==> config.mk <==
export PLATFORM = sky130hd
export DESIGN_NAME = multicycle_controller_flat
export DESIGN_NICKNAME = d
export VERILOG_FILES = /design/src/rtl/multicycle_controller_if.sv /design/src/rtl/multicycle_controller.sv /design/src/flat_wrapper.sv
export SDC_FILE = /design/constraint.sdc
export NUM_CORES = 1
export LEC_CHECK = 0
export ABC_AREA = 1
export CAP_MARGIN = 5
export CORE_AREA = 4 4 47 45
export CTS_CLUSTER_SIZE = 40
export DETAILED_ROUTE_END_ITERATION = 7
export DIE_AREA = 0 0 51 49
export GPL_TIMING_DRIVEN = 1
export PLACE_DENSITY = 0.91
export SETUP_SLACK_MARGIN = 0.4
export SYNTH_ARGS = -nofsm -noshare
export SYNTH_HDL_FRONTEND = slang
export SYNTH_SLANG_ARGS = --single-unit
export TNS_END_PERCENT = 100
==> constraint.sdc <==
create_clock -name clk -period 3.01 [get_ports clk]
set_input_delay 0.301 -clock clk [delete_from_list [all_inputs] [get_ports clk]]
set_output_delay 0.301 -clock clk [all_outputs]
set_load 0.02 [all_outputs]
==> src/rtl/multicycle_controller_if.sv <==
// Memory handshake bundle between the multicycle controller and the shared memory port.
interface multicycle_controller_if;
  logic mem_req;
  logic mem_ready;
  logic iord;
  logic memwrite;

  modport master (output mem_req, output iord, output memwrite, input mem_ready);
  modport slave  (input mem_req, input iord, input memwrite, output mem_ready);
endinterface

==> src/rtl/multicycle_controller.sv <==
// Moore FSM sequencing the 16-bit gigaHurt multicycle datapath over one shared memory port.
// Optional cycle/retired-instruction counters: define MULTICYCLE_CTRL_PERF_EN.
module multicycle_controller #(
  parameter int          N       = 16,
  parameter logic [3:0]  ALU_ADD = 4'b0010,
  parameter logic [3:0]  ALU_SUB = 4'b0110
) (
  input  logic        clk,
  input  logic        reset,
  multicycle_controller_if.master mem,
  input  logic [2:0]  op,
  input  logic [3:0]  funct,
  input  logic        zero,
  output logic        irwrite,
  output logic        pcen,
  output logic [1:0]  pcsrc,
  output logic        regdst,
  output logic        memtoreg,
  output logic        regwrite,
  output logic        alusrca,
  output logic [1:0]  alusrcb,
  output logic [3:0]  alucontrol,
  output logic        illegal,
  output logic [3:0]  state
`ifdef MULTICYCLE_CTRL_PERF_EN
  ,
  output logic [N-1:0] cyc_cnt,
  output logic [N-1:0] instret
`endif
);

  typedef enum logic [3:0] {
    FETCH  = 4'd0,
    DECODE = 4'd1,
    MEMADR = 4'd2,
    MEMRD  = 4'd3,
    MEMWB  = 4'd4,
    MEMWR  = 4'd5,
    EXEC   = 4'd6,
    ALUWB  = 4'd7,
    BRANCH = 4'd8,
    ADDIEX = 4'd9,
    ADDIWB = 4'd10,
    JUMP   = 4'd11,
    HALT   = 4'd12
  } state_t;

  state_t cur, nxt;

  always_ff @(posedge clk or negedge reset) begin
    if (!reset) cur <= FETCH;
    else        cur <= nxt;
  end

  // Outputs are forced low combinationally while reset is held, so an
  // access in flight is dropped without a trailing write strobe.
  always_comb begin
    nxt          = cur;
    mem.mem_req  = 1'b0;
    mem.iord     = 1'b0;
    mem.memwrite = 1'b0;
    irwrite      = 1'b0;
    pcen         = 1'b0;
    pcsrc        = '0;
    regdst       = 1'b0;
    memtoreg     = 1'b0;
    regwrite     = 1'b0;
    alusrca      = 1'b0;
    alusrcb      = '0;
    alucontrol   = '0;
    illegal      = 1'b0;
    state        = reset ? cur : '0;
    if (reset) begin
      case (cur)
        FETCH: begin
          mem.mem_req = 1'b1;
          alusrcb     = 2'b01;
          alucontrol  = ALU_ADD;
          irwrite     = mem.mem_ready;
          pcen        = mem.mem_ready;
          if (mem.mem_ready) nxt = DECODE;
        end
        DECODE: begin
          alusrcb    = 2'b11;
          alucontrol = ALU_ADD;
          case (op)
            3'b000:         nxt = EXEC;
            3'b001, 3'b010: nxt = MEMADR;
            3'b011, 3'b110: nxt = BRANCH;
            3'b100:         nxt = ADDIEX;
            3'b101:         nxt = JUMP;
            default:        nxt = HALT;
          endcase
        end
        MEMADR: begin
          alusrca    = 1'b1;
          alusrcb    = 2'b10;
          alucontrol = ALU_ADD;
          nxt        = (op == 3'b010) ? MEMWR : MEMRD;
        end
        MEMRD: begin
          mem.mem_req = 1'b1;
          mem.iord    = 1'b1;
          if (mem.mem_ready) nxt = MEMWB;
        end
        MEMWB: begin
          memtoreg = 1'b1;
          regwrite = 1'b1;
          nxt      = FETCH;
        end
        MEMWR: begin
          mem.mem_req  = 1'b1;
          mem.iord     = 1'b1;
          mem.memwrite = mem.mem_ready;
          if (mem.mem_ready) nxt = FETCH;
        end
        EXEC: begin
          alusrca    = 1'b1;
          alucontrol = funct;
          nxt        = ALUWB;
        end
        ALUWB: begin
          regdst   = 1'b1;
          regwrite = 1'b1;
          nxt      = FETCH;
        end
        BRANCH: begin
          alusrca    = 1'b1;
          alucontrol = ALU_SUB;
          pcsrc      = 2'b01;
          pcen       = (op == 3'b110) ? ~zero : zero;
          nxt        = FETCH;
        end
        ADDIEX: begin
          alusrca    = 1'b1;
          alusrcb    = 2'b10;
          alucontrol = ALU_ADD;
          nxt        = ADDIWB;
        end
        ADDIWB: begin
          regwrite = 1'b1;
          nxt      = FETCH;
        end
        JUMP: begin
          pcsrc = 2'b10;
          pcen  = 1'b1;
          nxt   = FETCH;
        end
        HALT: begin
          illegal = 1'b1;
          nxt     = HALT;
        end
        default: nxt = HALT;
      endcase
    end
  end

`ifdef MULTICYCLE_CTRL_PERF_EN
  logic retire;

  always_comb begin
    retire = 1'b0;
    if (nxt == FETCH)
      retire = (cur == MEMWB) || (cur == MEMWR) || (cur == ALUWB) ||
               (cur == BRANCH) || (cur == ADDIWB) || (cur == JUMP);
  end

  always_ff @(posedge clk or negedge reset) begin
    if (!reset) begin
      cyc_cnt <= '0;
      instret <= '0;
    end else begin
      if (cur != HALT) cyc_cnt <= cyc_cnt + N'(1);
      if (retire)      instret <= instret + N'(1);
    end
  end
`endif

endmodule

==> src/flat_wrapper.sv <==
// flat-port wrapper written by rule: the top's interface ports become plain ports
module multicycle_controller_flat 
#(
  parameter int          N       = 16,
  parameter logic [3:0]  ALU_ADD = 4'b0010,
  parameter logic [3:0]  ALU_SUB = 4'b0110
)
  (clk, reset, op, funct, zero, irwrite, pcen, pcsrc, regdst, memtoreg, regwrite, alusrca, alusrcb, alucontrol, illegal, state, mem_mem_req, mem_iord, mem_memwrite, mem_mem_ready);
  multicycle_controller_if mem_i ();
  input  logic clk;
  input  logic reset;
  input  logic [2:0] op;
  input  logic [3:0] funct;
  input  logic zero;
  output logic irwrite;
  output logic pcen;
  output logic [1:0] pcsrc;
  output logic regdst;
  output logic memtoreg;
  output logic regwrite;
  output logic alusrca;
  output logic [1:0] alusrcb;
  output logic [3:0] alucontrol;
  output logic illegal;
  output logic [3:0] state;
  output wire logic [$bits(mem_i.mem_req)-1:0] mem_mem_req;
  output wire logic [$bits(mem_i.iord)-1:0] mem_iord;
  output wire logic [$bits(mem_i.memwrite)-1:0] mem_memwrite;
  input wire logic [$bits(mem_i.mem_ready)-1:0] mem_mem_ready;
  assign mem_mem_req = mem_i.mem_req;
  assign mem_iord = mem_i.iord;
  assign mem_memwrite = mem_i.memwrite;
  assign mem_i.mem_ready = mem_mem_ready;
  multicycle_controller #(.N(N), .ALU_ADD(ALU_ADD), .ALU_SUB(ALU_SUB)) u_core (.clk(clk), .reset(reset), .mem(mem_i), .op(op), .funct(funct), .zero(zero), .irwrite(irwrite), .pcen(pcen), .pcsrc(pcsrc), .regdst(regdst), .memtoreg(memtoreg), .regwrite(regwrite), .alusrca(alusrca), .alusrcb(alusrcb), .alucontrol(alucontrol), .illegal(illegal), .state(state));
endmodule
==> key figures <==
Run status
  • Outcome: finished clean

Clock network
  • Root Buffer: clkbuf_4
  • H-tree depth: 1
  • Clock buffer depth: 2
  • Setup Buffers After CTS: 0
  • Worst-Skew Late Latency: 0.23 ns
  • CTS Buf Count: 3
  • Clock transition at the registers of the reported paths: 0.04 ns
  • CTS tree: done
  • Total clock sinks: 4
  • Hold_buf cts: 0
  • Post-CTS sizing: 0

Synthesis
  • Syn nets: 135
  • Distinct cell type count after synthesis: 23
  • Yosys warnings: 0
  • Sequential fraction of the synthesis area: 0.1536
  • Synthesized flop and latch total: 4
  • Syn Area/Cell: 5.257 sq um
  • Synthesized instance count: 124
  • Mapped Area: 651.9 sq um

Finish
  • Largest regs: u_core.cur x4
  • Post-route cell area: 1018 sq um
  • Share of post-route cells with drive strength above 1: 0.1274
  • Fin util: 0.6252
  • N_diodes: 0
  • Area delta synth->final: 56.24%
  • Reg with most FFs: u_core.cur
  • Max FFs per register: 4
  • Fin nets: 170

Global routing
  • Antenna violations before repair: 0
  • Total congestion overflow: 0
  • First-pass GRT wire length: 2980 um
  • Largest net degree at the start of global routing: 16
  • Vias in the first global route: 738
  • Overall fraction of global-route tracks in use: 0.1503

Setup path
  • CP max stage delay: 0.62 ns
  • Levels on crit path: 7
  • Worst EP required: 2.71 ns
  • R2r startpoint: u_core.cur[3]$_DFFE_PN0P_
  • Crit path buf inv count: 2
  • Top delay family on crit path: buffers and inverters
  • R2R Path End: u_core.cur[1]$_DFFE_PN0P_
  • FF-to-FF setup slack: 1.61 ns
  • CP Class: reg -> out
  • Critical-path top delay cell: clkdlybuf4s50_1
  • Crit. End Element: primary output
  • Crit-path most repeated cell: nor2_1
  • CP Data Arrival Time: 2.12 ns
  • CP endpoint: alucontrol[1]
  • Worst Reg-to-Reg Cells: 6
  • CP Launch Type: register
  • CP max FO: 6
  • Cell Chain, Critical Path: inv_2 > nand2_1 > nor2_1 > nand3b_1 > nor2_1 > nor2_1 > clkdlybuf4s50_1
  • Worst setup path startpoint: u_core.cur[2]$_DFFE_PN0P_

Run
  • Max-cap violation count: 0

Placement
  • Post-DP Area: 993.5 sq um
  • DP HPWL: 1591 um
  • Port bufs: 32
  • GP Congestion: 0.8515
  • Setup WS pre-CTS: 0.4986 ns

STA
  • Tcrit/Tclk final: 0.8037
  • Max-slew violations: 0
  • Final worst slack: 0.5908 ns
  • Final Hold Vio Count: 0
  • RSZ-0062 raised after global routing: false
  • Max transition margin: 0.6062
  • Fmax: 413.4 MHz
  • Hold_ws: 0.05488 ns
  • Worst Skew: 0.006206 ns
  • Fin Setup TNS: 0 ns
  • Final setup viols: 0
  • Worst slew pin tran: 0.5898 ns
  • Period minus WS final: 2.419 ns

Power
  • Power per cell area: 811.7 nW/um^2
  • LEAKAGE: 0.0005149 uW
  • Peak supply drop: 434.6 uV

Floorplanning
  • # IOs: 33
  • Starting Density: 0.4002
  • Die Y: 49 um
  • Rows: 14
  • Core region area: 1629 sq um
  • Die Span X: 51 um
  • Die area: 2499 sq um

Detailed routing
  • Drt pass-1 iters: 4
  • WL final: 1877 um
  • DRC: 0
  • Antenna Nets Post-Route: 0
  • Vias: 855
  • First DRT Iteration DRCs: 18
  • Vias per cell: 4.724
  • WL/cell: 10.37 um

Worst hold path
  • Worst hold path class: in -> async
[cell families (layout without fill, tap and decap cells)]
kind of cell / after synthesis / count (layout) / share of synthesized area
AND/OR/NAND/NOR: 84 / 84 / 0.5816
buffers and inverters: 23 / 56 / 0.1343
AO/OA/AOI/OAI: 13 / 13 / 0.1305
flip-flops: 4 / 4 / 0.1536
[cell usage after synthesis]
master     n  area share
o21ai_0    4       0.031
nor2_4     2       0.035
nand2_2    3       0.029
o21ai_2    1       0.013
a21oi_4    1       0.025
and2_1     1      0.0096
inv_1     14       0.081
nand3_1   12       0.092
a21oi_1    4       0.031
a31oi_1    2       0.019
nand2_4    1       0.017
nor2_2     3       0.029
inv_2      6       0.035
o21bai_1   1       0.012
nor3_1     2       0.015
buf_2      1      0.0077
clkinv_1   1      0.0058
nor2_1    16       0.092
nand4_1    1      0.0096
clkbuf_1   1      0.0058
dfrtp_1    4        0.15
nand3b_1   1       0.012
nand2_1   42        0.24
[layout by cell type (no fill, tap or decap), drive strengths merged]
cell type / synthesis / final
a21oi: 5 / 5
a31oi: 2 / 2
and2: 1 / 1
clkbuf: 1 / 3
clkdlybuf4s50: 0 / 31
clkinv: 1 / 1
dfrtp: 4 / 4
dlymetal6s2s: 0 / 1
inv: 20 / 20
nand2: 46 / 46
nand3: 12 / 12
nand3b: 1 / 1
nand4: 1 / 1
nor2: 21 / 21
nor3: 2 / 2
o21ai: 5 / 5
o21bai: 1 / 1
[metrics by stage]
stage / instances / total power [uW]
after floorplan: 124 / 544.0
after global placement: 178 / 744.6
after detailed placement: 178 / 757.1
after CTS: 181 / 828.3
after global routing: 181 / 900.6
final: 181 / 826.7
[metal layers]
layer	up-vias	track usage	wire length, um
li1	456	-	-
met1	380	0.1835	862
met2	19	0.2639	955
met3	0	0.03670	59
met4	0	0.02691	0
met5	-	0	0
[how the worst min path moves through the flow]
stage	startpoint	end	cells past startpoint	slack, ns
floorplan	reset	u_core.cur[0]$_DFFE_PN0P_	0	0.005
global placement	u_core.cur[1]$_DFFE_PN0P_	u_core.cur[1]$_DFFE_PN0P_	2	0.65
detailed placement	u_core.cur[0]$_DFFE_PN0P_	u_core.cur[0]$_DFFE_PN0P_	2	0.64
CTS	reset	u_core.cur[0]$_DFFE_PN0P_	1	0.44
global route	reset	u_core.cur[0]$_DFFE_PN0P_	1	0.08
finish	reset	u_core.cur[0]$_DFFE_PN0P_	1	0.05
[worst register-to-register path, cell delays in order, from the launching register on]
cell	delay, ns
dfrtp_1	0.50
nor2_4	0.24
nand2_2	0.10
o21ai_2	0.22
nor2_2	0.10
nand2_1	0.08
nand2_1	0.05
[power breakdown]
group	internal (uW)	switching [uW]
logic	252	373
clock network	44.6	22.0
registers	77.5	57.8
total	374	453
[layout make-up]
type	instances	area, sq um
tap	24	30.03
clock buffer	3	22.52
fill	151	610.6
timing repair buffer	32	322.8
sequential	4	100.1
inverter	21	78.83
multi-input combinational	97	464.2
(Power assumes the default switching activity.)
